`config.mk`:
```
export PLATFORM = sky130hd
export DESIGN_NAME = alu_share_arbiter
export DESIGN_NICKNAME = d
export VERILOG_FILES = /design/src/rtl/alu_share_arbiter.sv
export SDC_FILE = /design/constraint.sdc
export NUM_CORES = 1
export LEC_CHECK = 0
export BUFFER_PORTS_ARGS = -buffer_cell sky130_fd_sc_hd__buf_2
export CAP_MARGIN = 15
export CORE_UTILIZATION = 50
export CTS_BUF_LIST = sky130_fd_sc_hd__clkbuf_4
export CTS_CLUSTER_DIAMETER = 80
export DETAILED_ROUTE_END_ITERATION = 10
export GPL_ROUTABILITY_DRIVEN = 0
export MAX_ROUTING_LAYER = met4
export PLACE_DENSITY_LB_ADDON = 0.2
export SYNTH_ARGS = -nofsm -noshare
export SYNTH_HDL_FRONTEND = slang
export SYNTH_SLANG_ARGS = --single-unit
export TNS_END_PERCENT = 10
```
`constraint.sdc`:
```
create_clock -name clk -period 6.5 [get_ports clk]
set_clock_uncertainty 0.05 [all_clocks]
set_input_delay 0.325 -clock clk [delete_from_list [all_inputs] [get_ports clk]]
set_output_delay 0.325 -clock clk [all_outputs]
set_load 0.05 [all_outputs]
```
`src/rtl/alu_share_arbiter.sv`:
```
// alu_share_arbiter: shares one 16-bit ALU between two requesters.
// Round-robin (or fixed-priority) arbitration. The winner's operands are
// captured and run through the ALU for one cycle. The result is returned
// registered and tagged with the requester id. The N/V/Z flag register
// changes only on CMP.
// Optional macro ALU_ARB_OVERLAP_EN: grant a new request in the same cycle
// that the response is accepted, giving back-to-back ops every 2 cycles.

// Combinational 16-bit ALU: 00 ADD, 01 CMP (subtract), 10 AND, 11 MVN.
module alu_share_alu #(
  parameter int DATA_W = 16
) (
  input  logic [DATA_W-1:0] a,
  input  logic [DATA_W-1:0] b,
  input  logic [1:0]        op,
  output logic [DATA_W-1:0] y,
  output logic [2:0]        st    // {N,V,Z}
);
  logic [DATA_W-1:0] diff;
  logic              ovf;

  // Subtraction overflow occurs when the operand signs differ and the
  // result sign differs from a.
  always_comb begin
    diff = a - b;
    ovf  = (a[DATA_W-1] != b[DATA_W-1]) && (diff[DATA_W-1] != a[DATA_W-1]);
    y    = '0;
    unique case (op)
      2'b00:   y = a + b;
      2'b01:   y = diff;
      2'b10:   y = a & b;
      default: y = ~b;
    endcase
    st = {diff[DATA_W-1], ovf, (diff == '0)};
  end
endmodule

module alu_share_arbiter #(
  parameter int DATA_W     = 16,
  parameter bit FIXED_PRIO = 1'b0
) (
  input  logic              clk,
  input  logic              rst_n,
  input  logic              req0_valid,
  output logic              req0_ready,
  input  logic [DATA_W-1:0] req0_ain,
  input  logic [DATA_W-1:0] req0_bin,
  input  logic [1:0]        req0_op,
  input  logic              req1_valid,
  output logic              req1_ready,
  input  logic [DATA_W-1:0] req1_ain,
  input  logic [DATA_W-1:0] req1_bin,
  input  logic [1:0]        req1_op,
  output logic              rsp_valid,
  input  logic              rsp_ready,
  output logic              rsp_id,
  output logic [DATA_W-1:0] rsp_out,
  output logic [2:0]        rsp_status,
  output logic [2:0]        flags,
  output logic              busy
);
  typedef enum logic [1:0] {IDLE, EXEC, RESP} state_t;
  localparam logic [1:0] OP_CMP = 2'b01;

`ifdef ALU_ARB_OVERLAP_EN
  localparam bit OVERLAP = 1'b1;
`else
  localparam bit OVERLAP = 1'b0;
`endif

  state_t            state, state_d;
  logic              rr_ptr;
  logic [DATA_W-1:0] a_q, b_q;
  logic [1:0]        op_q;
  logic              id_q;
  logic              can_grant, g0, g1, grant;
  logic [DATA_W-1:0] alu_y;
  logic [2:0]        alu_st;

  // Arbitration: port 0 wins when it is alone, when priority is fixed,
  // or when the pointer favors it. Port 1 takes whatever port 0 does not.
  always_comb begin
    can_grant  = (state == IDLE) || (OVERLAP && state == RESP && rsp_ready);
    g0         = req0_valid && (!req1_valid || FIXED_PRIO || !rr_ptr);
    g1         = req1_valid && !g0;
    req0_ready = can_grant && g0;
    req1_ready = can_grant && g1;
    grant      = req0_ready || req1_ready;
  end

  // Next-state logic. EXEC always lasts one cycle.
  always_comb begin
    state_d = state;
    unique case (state)
      IDLE:    if (grant) state_d = EXEC;
      EXEC:    state_d = RESP;
      RESP:    if (rsp_ready) state_d = grant ? EXEC : IDLE;
      default: state_d = IDLE;
    endcase
  end

  // FSM state register.
  always_ff @(posedge clk or negedge rst_n) begin
    if (!rst_n) state <= IDLE;
    else        state <= state_d;
  end

  alu_share_alu #(.DATA_W(DATA_W)) u_alu (
    .a  (a_q),
    .b  (b_q),
    .op (op_q),
    .y  (alu_y),
    .st (alu_st)
  );

  // Operand capture on grant, the result register, and the flag register.
  always_ff @(posedge clk or negedge rst_n) begin
    if (!rst_n) begin
      rr_ptr     <= 1'b0;
      a_q        <= '0;
      b_q        <= '0;
      op_q       <= '0;
      id_q       <= 1'b0;
      rsp_valid  <= 1'b0;
      rsp_id     <= 1'b0;
      rsp_out    <= '0;
      rsp_status <= '0;
      flags      <= '0;
    end else begin
      if (grant) begin
        a_q    <= req1_ready ? req1_ain : req0_ain;
        b_q    <= req1_ready ? req1_bin : req0_bin;
        op_q   <= req1_ready ? req1_op  : req0_op;
        id_q   <= req1_ready;
        rr_ptr <= !req1_ready;  // point at the port that lost
      end
      if (state == EXEC) begin
        rsp_valid <= 1'b1;
        rsp_id    <= id_q;
        if (op_q == OP_CMP) begin
          rsp_out    <= '0;
          rsp_status <= alu_st;
          flags      <= alu_st;
        end else begin
          rsp_out    <= alu_y;
          rsp_status <= flags;
        end
      end else if (state == RESP && rsp_ready) begin
        rsp_valid <= 1'b0;
      end
    end
  end

  assign busy = (state != IDLE);
endmodule

```
Word-level counts from Yosys, hierarchy flattened
Cells that the tools add are included.
{"block": "op_classes", "addsub": 2, "n_eq_ne": 8, "muxes": 11, "bitwise": 2, "n_reduce_logical": 19}
{"op": "16-bit 2-to-1 mux", "n": 3}
{"op": "16-bit one-hot mux with 2 select lines", "n": 1}
{"op": "16-bit adder", "n": 1}
{"op": "16-bit bitwise AND", "n": 1}
{"op": "16-bit logical NOT", "n": 1}
{"op": "16-bit NOT", "n": 1}
{"op": "16-bit subtractor", "n": 1}
{"op": "1-bit logical AND", "n": 6}
{"op": "2-bit 2-to-1 mux", "n": 3}
{"op": "2-bit one-hot mux with 3 select lines", "n": 1}
{"op": "2-bit by 1-bit equality test with 1-bit output, second input constant", "n": 2}
{"op": "2-bit equality test, second input constant", "n": 2}
{"op": "1-bit logical NOT", "n": 4}
{"op": "2-bit logical NOT", "n": 2}
{"op": "2-bit AND reduction", "n": 2}
{"op": "2-bit nonzero test", "n": 2}
{"op": "1-bit 2-to-1 mux", "n": 3}
{"op": "1-bit logical OR", "n": 2}
{"op": "1-bit inequality test", "n": 2}
{"op": "2-bit by 1-bit inequality test with 1-bit output, second input constant", "n": 1}
{"op": "2-bit inequality test, second input constant", "n": 1}
{"block": "totals", "regBits": 59, "input_bits": 73}

Depth between registers and ports, before layout
{"block": "logic_depth", "word_depth": 10, "ltp_mapped": 11}

By module
From an unflattened synthesis, not the netlist that was laid out.
{"block": "hier_totals", "cells_unflattened": 501, "area_unflattened_um2": 4605.7}
{"mod": "alu_share_arbiter", "n_inst": 1, "cells_each": 214, "area_each_um2": 2555.0, "seq_area_each_um2": 1476.4}
{"mod": "alu_share_alu", "n_inst": 1, "cells_each": 287, "area_each_um2": 2050.7, "seq_area_each_um2": 0.0}

Least setup slack after synthesis
No wires, ideal clock.
{"block": "synth_path", "kind": "reg2reg", "from": "register b_q[0]", "to": "register rsp_out[14]", "arrival_time_ns": 2.296, "required_time_ns": 6.304, "path_slack_ns": 4.008, "stages_incl_launch_ff": 12, "path_cell_list": "dfrtp_1 > ha_1 > inv_1 > fa_1 > or2_4 > a221oi_2 > o41a_4 > a211oi_2 > a221oi_2 > a221oi_2 > xnor2_1 > a21oi_1"}
{"block": "synth_between", "elab_chain_len": 3}
{"element": "from (decl)", "line_no": "73", "text": "logic [DATA_W-1:0] a_q, b_q;"}
{"element": "from (signal assigned)", "line_no": "132", "text": "b_q <= req1_ready ? req1_bin : req0_bin;"}
{"element": "16-bit adder", "line_no": "29", "text": "2'b00: y = a + b;"}
{"element": "16-bit one-hot mux with 2 select lines", "line_no": "28", "text": "unique case (op)"}
{"element": "16-bit 2-to-1 mux", "line_no": "140", "text": "if (op_q == OP_CMP) begin"}
{"element": "to (signal assigned)", "line_no": "145", "text": "rsp_out <= alu_y;"}
{"element": "to (decl)", "line_no": "57", "text": "output logic [DATA_W-1:0] rsp_out,"}
Every way passes these cells.
A chain may end at the register's enable or synchronous reset.

Worst setup path in the final report
{"block": "layout_path", "from": "register b_q[0]", "to": "register flags[0]"}
{"block": "layout_between", "elab_chain_len": 2}
{"element": "16-bit subtractor", "line_no": "25", "text": "diff = a - b;"}
{"element": "16-bit logical NOT", "line_no": "34", "text": "st = {diff[DATA_W-1], ovf, (diff == '0)};"}
{"element": "to (signal assigned)", "line_no": "143", "text": "flags <= alu_st;"}
{"element": "to (decl)", "line_no": "59", "text": "output logic [2:0] flags,"}
Every way passes these cells.

==> metrics.md <==
| Metric | Value |
|---|---|
| Result of the run | finished, violations left |
| Failing checks | negative hold slack |
| Syn_nets | 611 |
| CTS tree | yes |
| Critical Path Max Stage Delay | 0.43 ns |
| Number of antenna violations at the first check in global routing | 0 |
| Net count of the finished layout | 696 |
| Total number of cells along the worst setup path | 10 |
| Height of the die | 96.2 um |
| Final routed wire length divided by cell count | 17.3 um |
| Reg2reg path depth | 10 |
| Die ar. | 0.00925 mm^2 |
| IO buf count | 99 |
| First-iteration detailed-routing DRC count | 338 |
| Number of gates resized after cts | 0 |
| Number of buffer and inverter instances along the worst setup path | 0 |
| I/O Pins | 100 |
| Element type at the critical path start | register |
| Actual slew at the worst max-slew pin | 0.756 ns |
| Vias after detailed routing | 4235 |
| Final Routed Wirelength | 12100 um |
| Maximum frequency from static timing analysis | 353 MHz |
| HPWL after detailed placement | 8990 um |
| Number of cell rows | 34 |
| CTS Hold Bufs | 0 |
| Synthesized instance count | 505 |
| Number of H-tree branching levels | 3 |
| Ant diodes | 0 |
| Largest delay contributor family on the critical path | compound AO/OA/AOI/OAI gates |
| Post-route clock period utilization | 43.6% |
| Global-route wire length before repair | 19700 um |
| Required time of the critical path | 6.78 ns |
| Worst Setup Path Type | register to register |
| Initial core utilization | 51.4% |
| Synthesized area divided by synthesized cell count | 8.79 um^2 |
| Clock-pin slew of the registers on the worst-case setup and hold paths | 0.13 ns |
| Path type of the worst min-delay path | input port to async pin |
| Overflow left after global routing | 0 |
| Unrepaired setup endpoints after global routing | false |
| Post-CTS Setup Bufs | 0 |
| Hold slack | -0.0389 ns |
| Most common library cell in the layout ignoring fill and taps | buf_2 |
| Number of setup violations in the final report | 0 |
| Post-route minimum period | 2.83 ns |
| Signal arrival time at the worst endpoint | 3.11 ns |
| Number of enable-type register cells in the synthesized netlist | 0 |
| Critical path, cell by cell | ha_1 -> fa_1 -> nand2b_1 -> a21oi_1 -> nor2b_1 -> o31ai_1 -> nand4b_1 -> o311ai_0 -> nor4_2 -> a32o_1 |
| Hold Violations, Final | 17 |
| Dominant synthesized flop cell | dfrtp_1 |
| Number of warnings printed during yosys synthesis | 0 |
| Number of global-route vias before repair | 3994 |
| Number of buffers between clock root and the deepest sink | 2 |
| Most frequent cells in the layout | buf_2, dfrtp_1, nand2_1 |
| Maximum number of pins on one net before global-route repair | 60 |
| Category of the worst setup path capture point | register |
| Max Transition Viols Final | 0 |
| Number of buffers inserted during clock tree synthesis | 9 |
| Die outline width | 96.2 um |
| Vias per Instance | 6.02 |
| Number of synthesized register bits | 59 |
| Largest fanout on the critical path | 5 |
| Global routing usage summed across all routing layers | 28.9% |
| Sum Neg Setup Slack | 0 ns |
| Share of final-layout standard cells stronger than drive strength 1 | 24.9% |
| Cell area after synthesis | 0.00444 mm^2 |
| Master cell of the clock root buffer | clkbuf_4 |
| P&R area growth vs syn | 13.7% |
| Worst rel slew slack | 49.6% |
| Total clock sinks | 59 |
| Yosys cell types | 60 |
| Maximum capacitance violations | 0 |
| Clock latency reported for the late side of the worst-skew pair | 0.42 ns |
| Fraction of registers with async set or reset after synthesis | 100% |
| First drt pass iteration count | 5 |
| Cell at the slowest stage of the critical path | dfrtp_1 |
| Final-layout fill cell count | 748 |
| Core Region | 0.00864 mm^2 |
| Number of design rule violations left after detail routing | 0 |
| Antenna Nets Post-Route | 0 |
| Share of synthesized area occupied by flip-flops and latches | 33.3% |
==> logic make-up after synthesis <==
kind of cell	after synthesis	synth area share [%]
multiplexers	10	2.31
XOR/XNOR	17	3.36
adder cells (fa/ha/maj)	33	9.64
flip-flops	59	33.3
AO/OA/AOI/OAI	178	28.5
buffers and inverters	68	7.33
AND/OR/NAND/NOR	140	15.6
==> synth_stat cells, types with 3 or more instances <==
library cell / number / area [um^2]
o211ai_1: 3 / 22.5
ha_1: 31 / 388
o21a_1: 12 / 90.1
dfrtp_1: 59 / 1480
o31ai_1: 4 / 30.0
buf_4: 4 / 30.0
clkbuf_1: 14 / 52.6
nand3b_1: 3 / 22.5
inv_1: 37 / 139
a21oi_1: 37 / 185
nor2_1: 28 / 105
a22oi_1: 34 / 255
a21oi_2: 5 / 43.8
clkbuf_8: 3 / 41.3
o21ai_0: 38 / 190
nand2_1: 53 / 199
buf_2: 8 / 40.0
mux2i_1: 8 / 80.1
o21bai_1: 3 / 22.5
a31oi_1: 3 / 18.8
nor3_1: 13 / 65.1
nor2b_1: 10 / 62.6
nand2b_1: 9 / 56.3
nand3_1: 4 / 20.0
a221oi_2: 4 / 60.1
o221ai_1: 13 / 114
and3_1: 4 / 25.0
o22ai_1: 3 / 18.8
xnor2_1: 15 / 131
==> worst paths after layout <==
check | slack (ns) | endpoint | from
min in group clk | 0.06 | op_q[1]$_DFFE_PN0P_ | req0_op[1]
worst max register to register | 3.67 | flags[0]$_DFFE_PN0P_ | b_q[0]$_DFFE_PN0P_
worst max-delay path | 3.67 | flags[0]$_DFFE_PN0P_ | b_q[0]$_DFFE_PN0P_
worst min register to register | 0.46 | rsp_id$_DFFE_PN0P_ | rsp_id$_DFFE_PN0P_
worst min-delay path | -0.04 | flags[2]$_DFFE_PN0P_ | rst_n
max in group asynchronous | 5.90 | a_q[0]$_DFFE_PN0P_ | rst_n
==> final cells by class <==
class | count | area (um^2) | area share (%)
multi-input cells | 378 | 2640 | 52.2
clock buffers | 9 | 67.6 | 1.34
well taps | 108 | 135 | 2.68
repair buffers | 105 | 541 | 10.7
clock inverters | 7 | 52.6 | 1.04
flip-flops and latches | 59 | 1480 | 29.3
inverters | 37 | 139 | 2.75
==> registers in the layout (all words and copies together), names as in the netlist <==
signal,cells
a_q,16
rr_ptr,1
rsp_valid,1
id_q,1
rsp_id,1
flags,3
rsp_out,16
op_q,2
b_q,16
state,2
==> per-layer routing <==
| layer | global-route usage [%] | share of wire (%) |
|---|---|---|
| met4 | 8.96 | 1.9 |
| met2 | 41.5 | 44 |
| met1 | 41.0 | 47 |
| met3 | 5.61 | 6.7 |
| met5 | - | 0 |
==> per-stage QoR <==
step	setup slack [ns]	cells	utilization (%)	hold slack (ns)	instance area [um^2]
after detailed placement	3.74	687	57.0	0.426	4930
after CTS	3.74	703	58.4	0.00933	5050
after global placement	3.84	687	57.0	0.413	4930
final	3.67	703	58.4	-0.0389	5050
after floorplan	4.01	505	-	-0.0206	4440
after global routing	3.54	703	58.4	0.0405	5050
Power is not shown: default switching activity piles up to over one toggle a cycle in this logic, so the estimate is an artifact.
